==> src/rtl/lsu_pkg_rv32i.sv <==
// Shared encodings for the RV32I load/store sequencer: access types, sizes and FSM states.
package lsu_pkg_rv32i;

  typedef enum logic [2:0] {
    LT_LB  = 3'b000,
    LT_LH  = 3'b001,
    LT_LW  = 3'b010,
    LT_LBU = 3'b011,
    LT_LHU = 3'b100
  } loadtype_e;

  typedef enum logic [1:0] {
    ST_SB = 2'b00,
    ST_SH = 2'b01,
    ST_SW = 2'b10
  } storetype_e;

  typedef enum logic [1:0] {
    S_IDLE = 2'b00,
    S_REQ  = 2'b01,
    S_DONE = 2'b10,
    S_ERR  = 2'b11
  } lsu_state_e;

  typedef enum logic [1:0] {
    SZ_B = 2'b00,
    SZ_H = 2'b01,
    SZ_W = 2'b10
  } lsu_size_e;

  // Reserved encodings fall through to word.
  function automatic lsu_size_e load_size(logic [2:0] lt);
    case (lt)
      LT_LB, LT_LBU: return SZ_B;
      LT_LH, LT_LHU: return SZ_H;
      default:       return SZ_W;
    endcase
  endfunction

  function automatic lsu_size_e store_size(logic [1:0] st);
    case (st)
      ST_SB:   return SZ_B;
      ST_SH:   return SZ_H;
      default: return SZ_W;
    endcase
  endfunction

endpackage

==> src/rtl/lsu_ctrl_rv32i_if.sv <==
// Word-wide data memory bus with req/ack handshake; master is the LSU, slave is the memory.
interface lsu_ctrl_rv32i_if #(
  parameter int ADDR_W = 32
) ();
  logic              mem_req;
  logic              mem_we;
  logic [ADDR_W-1:0] mem_addr;
  logic [3:0]        mem_be;
  logic [31:0]       mem_wdata;
  logic [31:0]       mem_rdata;
  logic              mem_ack;

  modport master (
    output mem_req, mem_we, mem_addr, mem_be, mem_wdata,
    input  mem_rdata, mem_ack
  );

  modport slave (
    input  mem_req, mem_we, mem_addr, mem_be, mem_wdata,
    output mem_rdata, mem_ack
  );
endinterface

==> src/rtl/lsu_lane_rv32i.sv <==
// Combinational byte-lane steering: store enables/replicated data, and load data extension.
module lsu_lane_rv32i
  import lsu_pkg_rv32i::*;
(
  input  logic        store_i,
  input  logic [2:0]  loadtype_i,
  input  logic [1:0]  storetype_i,
  input  logic [1:0]  off_i,
  input  logic [31:0] wdata_i,
  output logic [3:0]  be_o,
  output logic [31:0] wdata_o,
  input  logic [2:0]  ext_loadtype_i,
  input  logic [1:0]  ext_off_i,
  input  logic [31:0] rdata_i,
  output logic [31:0] rdata_o
);
  lsu_size_e   size;
  logic [7:0]  byte_sel;
  logic [15:0] half_sel;

  assign size = store_i ? store_size(storetype_i) : load_size(loadtype_i);

  always_comb begin
    be_o    = 4'b1111;
    wdata_o = wdata_i;
    case (size)
      SZ_B: begin
        be_o    = 4'b0001 << off_i;
        wdata_o = {4{wdata_i[7:0]}};
      end
      SZ_H: begin
        be_o    = 4'b0011 << {off_i[1], 1'b0};
        wdata_o = {2{wdata_i[15:0]}};
      end
      default: begin
        be_o    = 4'b1111;
        wdata_o = wdata_i;
      end
    endcase
  end

  assign byte_sel = rdata_i[{ext_off_i, 3'b000} +: 8];
  assign half_sel = ext_off_i[1] ? rdata_i[31:16] : rdata_i[15:0];

  always_comb begin
    rdata_o = rdata_i;
    case (ext_loadtype_i)
      LT_LB:   rdata_o = {{24{byte_sel[7]}}, byte_sel};
      LT_LBU:  rdata_o = {24'h0, byte_sel};
      LT_LH:   rdata_o = {{16{half_sel[15]}}, half_sel};
      LT_LHU:  rdata_o = {16'h0, half_sel};
      default: rdata_o = rdata_i;
    endcase
  end
endmodule

==> src/rtl/lsu_ctrl_rv32i.sv <==
// RV32I load/store sequencer: IDLE->REQ->DONE/ERR, min 3 cycles; stalls the core until done/err.
// MISALIGN_TRAP_EN: misaligned half/word accesses error out in IDLE instead of aligning down.
module lsu_ctrl_rv32i
  import lsu_pkg_rv32i::*;
#(
  parameter int ADDR_W  = 32,
  parameter int TIMEOUT = 15
) (
  input  logic              clk,
  input  logic              rst,
  input  logic              lsu_load_i,
  input  logic              lsu_store_i,
  input  logic [2:0]        lsu_loadtype_i,
  input  logic [1:0]        lsu_storetype_i,
  input  logic [ADDR_W-1:0] lsu_addr_i,
  input  logic [31:0]       lsu_wdata_i,
  output logic              lsu_stall_o,
  output logic              lsu_done_o,
  output logic              lsu_err_o,
  output logic [31:0]       lsu_rdata_o,
  lsu_ctrl_rv32i_if.master  mem
);
  localparam int CNT_W = (TIMEOUT < 2) ? 1 : $clog2(TIMEOUT + 1);

  lsu_state_e        state_q, state_d;
  logic [CNT_W-1:0]  cnt_q, cnt_d;
  logic              req_q, req_d;
  logic              we_q, we_d;
  logic [ADDR_W-1:0] addr_q, addr_d;
  logic [3:0]        be_q, be_d;
  logic [31:0]       wdata_q, wdata_d;
  logic [31:0]       rdata_q, rdata_d;
  logic [2:0]        ldtype_q, ldtype_d;
  logic [1:0]        off_q, off_d;

  logic [3:0]        lane_be;
  logic [31:0]       lane_wdata;
  logic [31:0]       lane_rdata;
  logic              trap;

  lsu_lane_rv32i u_lane (
    .store_i        (lsu_store_i),
    .loadtype_i     (lsu_loadtype_i),
    .storetype_i    (lsu_storetype_i),
    .off_i          (lsu_addr_i[1:0]),
    .wdata_i        (lsu_wdata_i),
    .be_o           (lane_be),
    .wdata_o        (lane_wdata),
    .ext_loadtype_i (ldtype_q),
    .ext_off_i      (off_q),
    .rdata_i        (mem.mem_rdata),
    .rdata_o        (lane_rdata)
  );

`ifdef MISALIGN_TRAP_EN
  lsu_size_e acc_size;
  assign acc_size = lsu_store_i ? store_size(lsu_storetype_i) : load_size(lsu_loadtype_i);
  assign trap = ((acc_size == SZ_H) && lsu_addr_i[0]) ||
                ((acc_size == SZ_W) && (lsu_addr_i[1:0] != 2'b00));
`else
  assign trap = 1'b0;
`endif

  always_ff @(posedge clk) begin
    if (rst) begin
      state_q  <= S_IDLE;
      cnt_q    <= '0;
      req_q    <= 1'b0;
      we_q     <= 1'b0;
      addr_q   <= '0;
      be_q     <= '0;
      wdata_q  <= '0;
      rdata_q  <= '0;
      ldtype_q <= '0;
      off_q    <= '0;
    end else begin
      state_q  <= state_d;
      cnt_q    <= cnt_d;
      req_q    <= req_d;
      we_q     <= we_d;
      addr_q   <= addr_d;
      be_q     <= be_d;
      wdata_q  <= wdata_d;
      rdata_q  <= rdata_d;
      ldtype_q <= ldtype_d;
      off_q    <= off_d;
    end
  end

  always_comb begin
    state_d     = state_q;
    cnt_d       = cnt_q;
    req_d       = req_q;
    we_d        = we_q;
    addr_d      = addr_q;
    be_d        = be_q;
    wdata_d     = wdata_q;
    rdata_d     = rdata_q;
    ldtype_d    = ldtype_q;
    off_d       = off_q;
    lsu_stall_o = 1'b0;
    case (state_q)
      S_IDLE: begin
        lsu_stall_o = lsu_load_i | lsu_store_i;
        if ((lsu_load_i && lsu_store_i) || ((lsu_load_i || lsu_store_i) && trap)) begin
          state_d = S_ERR;
          rdata_d = '0;
        end else if (lsu_load_i || lsu_store_i) begin
          state_d  = S_REQ;
          req_d    = 1'b1;
          we_d     = lsu_store_i;
          addr_d   = {lsu_addr_i[ADDR_W-1:2], 2'b00};
          be_d     = lane_be;
          wdata_d  = lane_wdata;
          ldtype_d = lsu_loadtype_i;
          off_d    = lsu_addr_i[1:0];
          cnt_d    = '0;
          rdata_d  = '0;
        end
      end
      S_REQ: begin
        lsu_stall_o = 1'b1;
        // An ack in the final allowed cycle still wins over the timeout.
        if (mem.mem_ack) begin
          state_d = S_DONE;
          req_d   = 1'b0;
          rdata_d = we_q ? 32'h0 : lane_rdata;
        end else if (cnt_q == CNT_W'(TIMEOUT - 1)) begin
          state_d = S_ERR;
          req_d   = 1'b0;
          rdata_d = '0;
          cnt_d   = cnt_q + 1'b1;
        end else begin
          cnt_d = cnt_q + 1'b1;
        end
      end
      S_DONE:  state_d = S_IDLE;
      default: state_d = S_IDLE;
    endcase
  end

  assign lsu_done_o    = (state_q == S_DONE);
  assign lsu_err_o     = (state_q == S_ERR);
  assign lsu_rdata_o   = rdata_q;
  assign mem.mem_req   = req_q;
  assign mem.mem_we    = we_q;
  assign mem.mem_addr  = addr_q;
  assign mem.mem_be    = be_q;
  assign mem.mem_wdata = wdata_q;
endmodule

==> src/flat_wrapper.sv <==
// flat-port wrapper written by rule: the top's interface ports become plain ports
module lsu_ctrl_rv32i_flat import lsu_pkg_rv32i::*;
#(
  parameter int ADDR_W  = 32,
  parameter int TIMEOUT = 15
)
  (clk, rst, lsu_load_i, lsu_store_i, lsu_loadtype_i, lsu_storetype_i, lsu_addr_i, lsu_wdata_i, lsu_stall_o, lsu_done_o, lsu_err_o, lsu_rdata_o, mem_mem_req, mem_mem_we, mem_mem_addr, mem_mem_be, mem_mem_wdata, mem_mem_rdata, mem_mem_ack);
  lsu_ctrl_rv32i_if #(.ADDR_W(ADDR_W)) mem_i ();
  input  logic clk;
  input  logic rst;
  input  logic lsu_load_i;
  input  logic lsu_store_i;
  input  logic [2:0] lsu_loadtype_i;
  input  logic [1:0] lsu_storetype_i;
  input  logic [ADDR_W-1:0] lsu_addr_i;
  input  logic [31:0] lsu_wdata_i;
  output logic lsu_stall_o;
  output logic lsu_done_o;
  output logic lsu_err_o;
  output logic [31:0] lsu_rdata_o;
  output wire logic [$bits(mem_i.mem_req)-1:0] mem_mem_req;
  output wire logic [$bits(mem_i.mem_we)-1:0] mem_mem_we;
  output wire logic [$bits(mem_i.mem_addr)-1:0] mem_mem_addr;
  output wire logic [$bits(mem_i.mem_be)-1:0] mem_mem_be;
  output wire logic [$bits(mem_i.mem_wdata)-1:0] mem_mem_wdata;
  input wire logic [$bits(mem_i.mem_rdata)-1:0] mem_mem_rdata;
  input wire logic [$bits(mem_i.mem_ack)-1:0] mem_mem_ack;
  assign mem_mem_req = mem_i.mem_req;
  assign mem_mem_we = mem_i.mem_we;
  assign mem_mem_addr = mem_i.mem_addr;
  assign mem_mem_be = mem_i.mem_be;
  assign mem_mem_wdata = mem_i.mem_wdata;
  assign mem_i.mem_rdata = mem_mem_rdata;
  assign mem_i.mem_ack = mem_mem_ack;
  lsu_ctrl_rv32i #(.ADDR_W(ADDR_W), .TIMEOUT(TIMEOUT)) u_core (.clk(clk), .rst(rst), .lsu_load_i(lsu_load_i), .lsu_store_i(lsu_store_i), .lsu_loadtype_i(lsu_loadtype_i), .lsu_storetype_i(lsu_storetype_i), .lsu_addr_i(lsu_addr_i), .lsu_wdata_i(lsu_wdata_i), .lsu_stall_o(lsu_stall_o), .lsu_done_o(lsu_done_o), .lsu_err_o(lsu_err_o), .lsu_rdata_o(lsu_rdata_o), .mem(mem_i));
endmodule
==> config.mk <==
export PLATFORM = sky130hd
export DESIGN_NAME = lsu_ctrl_rv32i_flat
export DESIGN_NICKNAME = d
export VERILOG_FILES = /design/src/rtl/lsu_pkg_rv32i.sv /design/src/rtl/lsu_ctrl_rv32i_if.sv /design/src/rtl/lsu_lane_rv32i.sv /design/src/rtl/lsu_ctrl_rv32i.sv /design/src/flat_wrapper.sv
export SDC_FILE = /design/constraint.sdc
export NUM_CORES = 1
export LEC_CHECK = 0
export BUFFER_PORTS_ARGS = -buffer_cell sky130_fd_sc_hd__buf_2
export CORE_MARGIN = 1
export CORE_UTILIZATION = 45
export CTS_CLUSTER_SIZE = 28
export DETAILED_ROUTE_END_ITERATION = 7
export HOLD_SLACK_MARGIN = 0.15
export PLACE_DENSITY = 0.8
export SYNTH_ARGS = -nofsm -noshare
export SYNTH_HDL_FRONTEND = slang
export SYNTH_HIERARCHICAL = 1
export SYNTH_SLANG_ARGS = --single-unit
==> constraint.sdc <==
create_clock -name clk -period 1.9 [get_ports clk]
set_clock_uncertainty 0.1 [all_clocks]
set_input_delay 0.285 -clock clk [delete_from_list [all_inputs] [get_ports clk]]
set_output_delay 0.285 -clock clk [all_outputs]
set_load 0.02 [all_outputs]
-- Word level (Yosys, flattened, before mapping)
Cells that the tools add are included.
- register bits after elaboration: 111
- input bits: 106
- output and inout port bits: 105
- word-level logic and storage cells: 76
- add/sub/neg operators: 1
- equality and inequality tests: 17
- shifts and indexed selects: 3
- multiplexer cells: 28
- bitwise operators: 2
- reductions and logical operators: 15
- operator list (kind ; number):
    $mux W32 ; 5
    $pmux W32 S2 ; 2
    $pmux W32 S4 ; 1
    $shiftx A32 B6 Y8 ; 1
    $mux W16 ; 1
    $pmux W4 S2 ; 2
    $mux W4 ; 3
    $pmux W2 S2 ; 3
    $mux W2 ; 5
    $reduce_and A4 Y1 ; 2
    $eq A2 B1 Y1 const B ; 3
    $eq A3 B1 Y1 const B ; 2
    $eq A3 B2 Y1 const B ; 2
    $eq A3 B3 Y1 const B ; 2
    $logic_not A2 Y1 ; 3
    $logic_not A3 Y1 ; 2
    $reduce_and A3 Y1 ; 2
    $add A4 B1 Y4 const B ; 1
    $eq A2 B2 Y1 const B ; 2
    $eq A4 B4 Y1 const B ; 1
    $mux W1 ; 4
    $ne A2 B2 Y1 const B ; 2
    $pmux W1 S2 ; 2
    $reduce_or A2 Y1 ; 2
    other kinds (11) ; 11

-- Depth between registers and ports, before layout
- depth in word-level cells: 6
- gate-level depth with buffers: 8
- gate-level depth less buffers: 6

-- Cells and area by module
The synthesis kept the hierarchy.
- by module, submodules not included (module ; instances ; cells each ; area each (µm²)):
    lsu_ctrl_rv32i ; 1 ; 449 ; 4000.1
    lsu_lane_rv32i ; 1 ; 239 ; 1471.4

-- Worst setup path after synthesis
Ideal clock, no wire load.
- path kind: register -> register
- start point: reg u_core.off_q[0]
- end point: reg u_core.rdata_q[10], in the netlist u_core/lsu_rdata_o[10]
- library setup time: 0.117 ns
- arrival time: 1.691 ns
- path slack: -0.009 ns
- cell stages (with the launch flop): 6
- buffers on the path: 1
- period minus slack after synthesis: 1.909 ns
- path through: dfxtp_1 -> buf_6 -> mux4_2 -> o21ba_4 -> a221o_1 -> a32o_1
- word-level cells in the longest chain between the ends: 5
- RTL lines (what ; line ; text):
    start: declaration ; lsu_ctrl_rv32i.sv:34 ; logic [1:0] off_q, off_d;
    start signal: assignment ; lsu_ctrl_rv32i.sv:75 ; off_q <= '0;
    start signal: assignment ; lsu_ctrl_rv32i.sv:86 ; off_q <= off_d;
    $shiftx A32 B6 Y8 ; lsu_lane_rv32i.sv:42 ; assign byte_sel = rdata_i[{ext_off_i, 3'b000} +: 8];
    $pmux W32 S4 ; lsu_lane_rv32i.sv:47 ; case (ext_loadtype_i)
    named net u_core.lane_rdata[10] ; lsu_ctrl_rv32i.sv:38 ; logic [31:0] lane_rdata;
    $mux W32 ; lsu_ctrl_rv32i.sv:127 ; rdata_d = we_q ? 32'h0 : lane_rdata;
    $mux W32 ; lsu_ctrl_rv32i.sv:124 ; if (mem.mem_ack) begin
    $pmux W32 S2 ; lsu_ctrl_rv32i.sv:102 ; case (state_q)
    end signal: assignment ; lsu_ctrl_rv32i.sv:84 ; rdata_q <= rdata_d;
    end: declaration ; lsu_ctrl_rv32i.sv:32 ; logic [31:0] rdata_q, rdata_d;
The timed path passes the listed nets, and every way through them passes these cells.
A chain may end at the register's enable or synchronous reset.

-- Worst setup path after layout
Same ends and word-level chain as after synthesis.

==> flow_metrics.py <==
metrics = {
    "synthesis": {
        "async_flop_share": 0,
        "yosys_warnings": 6,
        "ys.flop_type": "dfxtp_1",
        "synth.avg_cell_area_um2": 7.95,
        "synth.distinct_cells": 62,
        "synth_area_um2": 5470,
        "ys_ff_latch": 111,
        "ys_seq_area_frac": 0.406,
        "synth_edf_count": 0,
        "synthCells": 688,
    },
    "placed_design": {
        "place_area_um2": 6670,
        "pre_cts_ws_ps": -32.3,
        "gp_congestion": 0.951,
        "io_buffers": 208,
        "dpl.hpwl_um": 11600,
    },
    "cells_and_area": {
        "area_growth_pct": 35.9,
        "drive_gt1_frac": 0.316,
        "layout_common_cells": "nand2_1, buf_2, dfxtp_1",
        "post-route-util": 0.640,
        "num_antenna_cells": 0,
        "nFillCells": 1007,
        "multi_input_area_um2": 2840,
        "finish.instance_area_um2": 7430,
        "layout_commonest_cell": "nand2_1",
        "seq_area_um2": 2230,
        "final_nets": 1036,
    },
    "setup_path": {
        "end_kind": "flop",
        "crit_required_ps": 2050,
        "cp.arrival_ps": 2040,
        "worstSetupStartpointType": "flop",
        "worstPathMaxFanout": 6,
        "crit_type": "flop to flop",
    },
    "pwr": {
        "power.leakage_nw": 3.42,
        "power_mw": 6.16,
        "ir_worst_vdd_mv": 0.561,
        "pwr_density_cell_nw_per_um2": 829,
    },
    "route": {
        "drtAntennaViolNets": 0,
        "routed_via_density": 5.61,
        "drc": 22,
        "wl_per_cell_um": 16.4,
        "drt_iter0_markers": 581,
        "drtPass1Iterations": 8,
        "routed_wl_um": 17600,
        "via_count": 6021,
    },
    "timing": {
        "post-route-period-util": 0.997,
        "holdWs_ps": 163,
        "fmax_ghz": 0.528,
        "finalSetupViolCount": 0,
        "worst_pin_slew_ps": 503,
        "relSlewSlack": 0.662,
        "period_needed_ps": 1890,
        "setup_ws_ps": 6.42,
        "hold_violations": 0,
        "grt_setup_unrepaired": "true",
        "final_max_slew_viol_count": 0,
    },
    "grt": {
        "grt_pass1_vias": 5826,
        "top_usage_layer": "met2",
        "grt_max_degree": 73,
        "grt_pass1_wl_um": 28000,
        "grtUsageTotal": 0.280,
        "met1_usage": 0.321,
        "met3_usage": 0.0632,
        "antenna_found_initial": 0,
        "grt-ovfl-total": 0,
        "grtUsageMet2": 0.482,
    },
    "clocking": {
        "cts_buffers": 9,
        "cts_htree_levels": 3,
        "clock_sinks": 111,
        "cts_tree": "yes",
        "clock_latency_ps": 350,
        "clk_path_buf_depth": 2,
        "clkTransAtPathRegs_ps": 70,
        "clock_tree.root_cell": "clkbuf_16",
    },
    "run_status": {
        "violations": "DRC",
        "status": "finished, violations left",
    },
    "die": {
        "die_x_um": 112,
        "ios": 211,
        "die_h_um": 112,
        "row_count": 39,
        "coreArea_um2": 11600,
        "die_area_um2": 12600,
        "start_util": 0.471,
    },
    "flow_run": {
        "drv_cap": 0,
    },
    "min_path": {
        "min_path_type": "input port to flop",
    },
}
registers in the layout, indices dropped and copies added (netlist names):
signal                count
u_core/cnt_q              4
u_core/ldtype_q           3
u_core/lsu_rdata_o       32
u_core/mem.mem_addr      30
u_core/mem.mem_be         4
u_core/mem.mem_req        1
u_core/mem.mem_wdata     32
u_core/mem.mem_we         1
u_core/off_q              2
u_core/state_q            2
synth_stat cells, types with 3 or more instances:
library cell,n,area share
mux2_2,14,0.029
dfxtp_1,111,0.41
buf_6,6,0.012
or3_1,3,0.0034
nand3_1,5,0.0046
a21boi_0,4,0.0055
buf_4,11,0.015
nor2_1,19,0.013
o21ai_0,15,0.014
ha_1,5,0.011
nand2b_1,5,0.0057
a222oi_1,10,0.018
a32o_1,32,0.059
mux2i_1,7,0.013
buf_2,24,0.022
a21oi_1,81,0.074
inv_1,19,0.013
o31ai_1,6,0.0082
clkbuf_1,22,0.015
nand2_1,221,0.15
a22oi_1,9,0.012
a31oi_1,3,0.0034
a221o_1,3,0.0055
path summary, 6_finish.rpt:
| path | startpoint | end | slack, ps | cells past startpoint |
|---|---|---|---|---|
| min reg2reg | u_core/mem.mem_wdata[7] | u_core/mem.mem_wdata[7] | 350 | 2 |
| min | lsu_loadtype_i[0] | u_core/ldtype_q[0] | 160 | 3 |
| max reg2reg | u_core/off_q[0] | u_core/lsu_rdata_o[10] | 6 | 4 |
| max | u_core/off_q[0] | u_core/lsu_rdata_o[10] | 6 | 4 |
metal layers:
| metal | part of all wire | vias to the layer above |
|---|---|---|
| met1 | 0.38 | 2755 |
| met4 | 0.036 | 0 |
| met2 | 0.49 | 360 |
| li1 | - | 2860 |
| met3 | 0.091 | 46 |
| met5 | 0 | - |
what timing repair did:
action	4_1_cts	5_1_grt
buffers inserted	1	0
gates resized for setup	0	5
setup endpoints to repair	3	26
gates cloned	0	1
hold buffers	46	0
pin swaps	2	6
hold endpoints to repair	46	0
area by class of cell:
type | instances | share of cell area
Multi-Input combinational cell | 493 | 0.382
Timing Repair Buffer | 290 | 0.247
Inverter | 20 | 0.0101
Clock buffer | 9 | 0.0303
Sequential cell | 111 | 0.299
Clock inverter | 7 | 0.00740
Tap cell | 143 | 0.0241
logic make-up after synthesis:
kind of cell	Yosys count	share of synthesized area
AOI/OAI and AO/OA	185	0.239
muxes	22	0.0457
DFF	111	0.406
adders and majority gates	5	0.0114
xor gates and xnor gates	4	0.00640
other	1	0.000685
buffers and inverters	86	0.0805
and+or+nand+nor	274	0.210
critical path, cell delays in order, from the launching register on:
cell and delay (ps):
dfxtp_2 360, mux4_2 550, o21ba_4 260, a221o_1 300, a32o_1 220
through the flow:
| step | TNS, ps | cells |
|---|---|---|
| after detailed placement | -973 | 1009 |
| final | 0 | 1073 |
| after floorplan | 0 | 689 |
| after global routing | -70.8 | 1073 |
| after CTS | -9.66 | 1072 |
| after global placement | 0 | 1009 |
power breakdown:
part	leakage (nW)	internal, mW	switching (mW)	total [mW]
Sequential	0.907	2.50	0.106	2.60
Clock	0.133	0.905	0.913	1.82
Combinational	2.38	0.693	1.05	1.74
(Power assumes the default switching activity.)
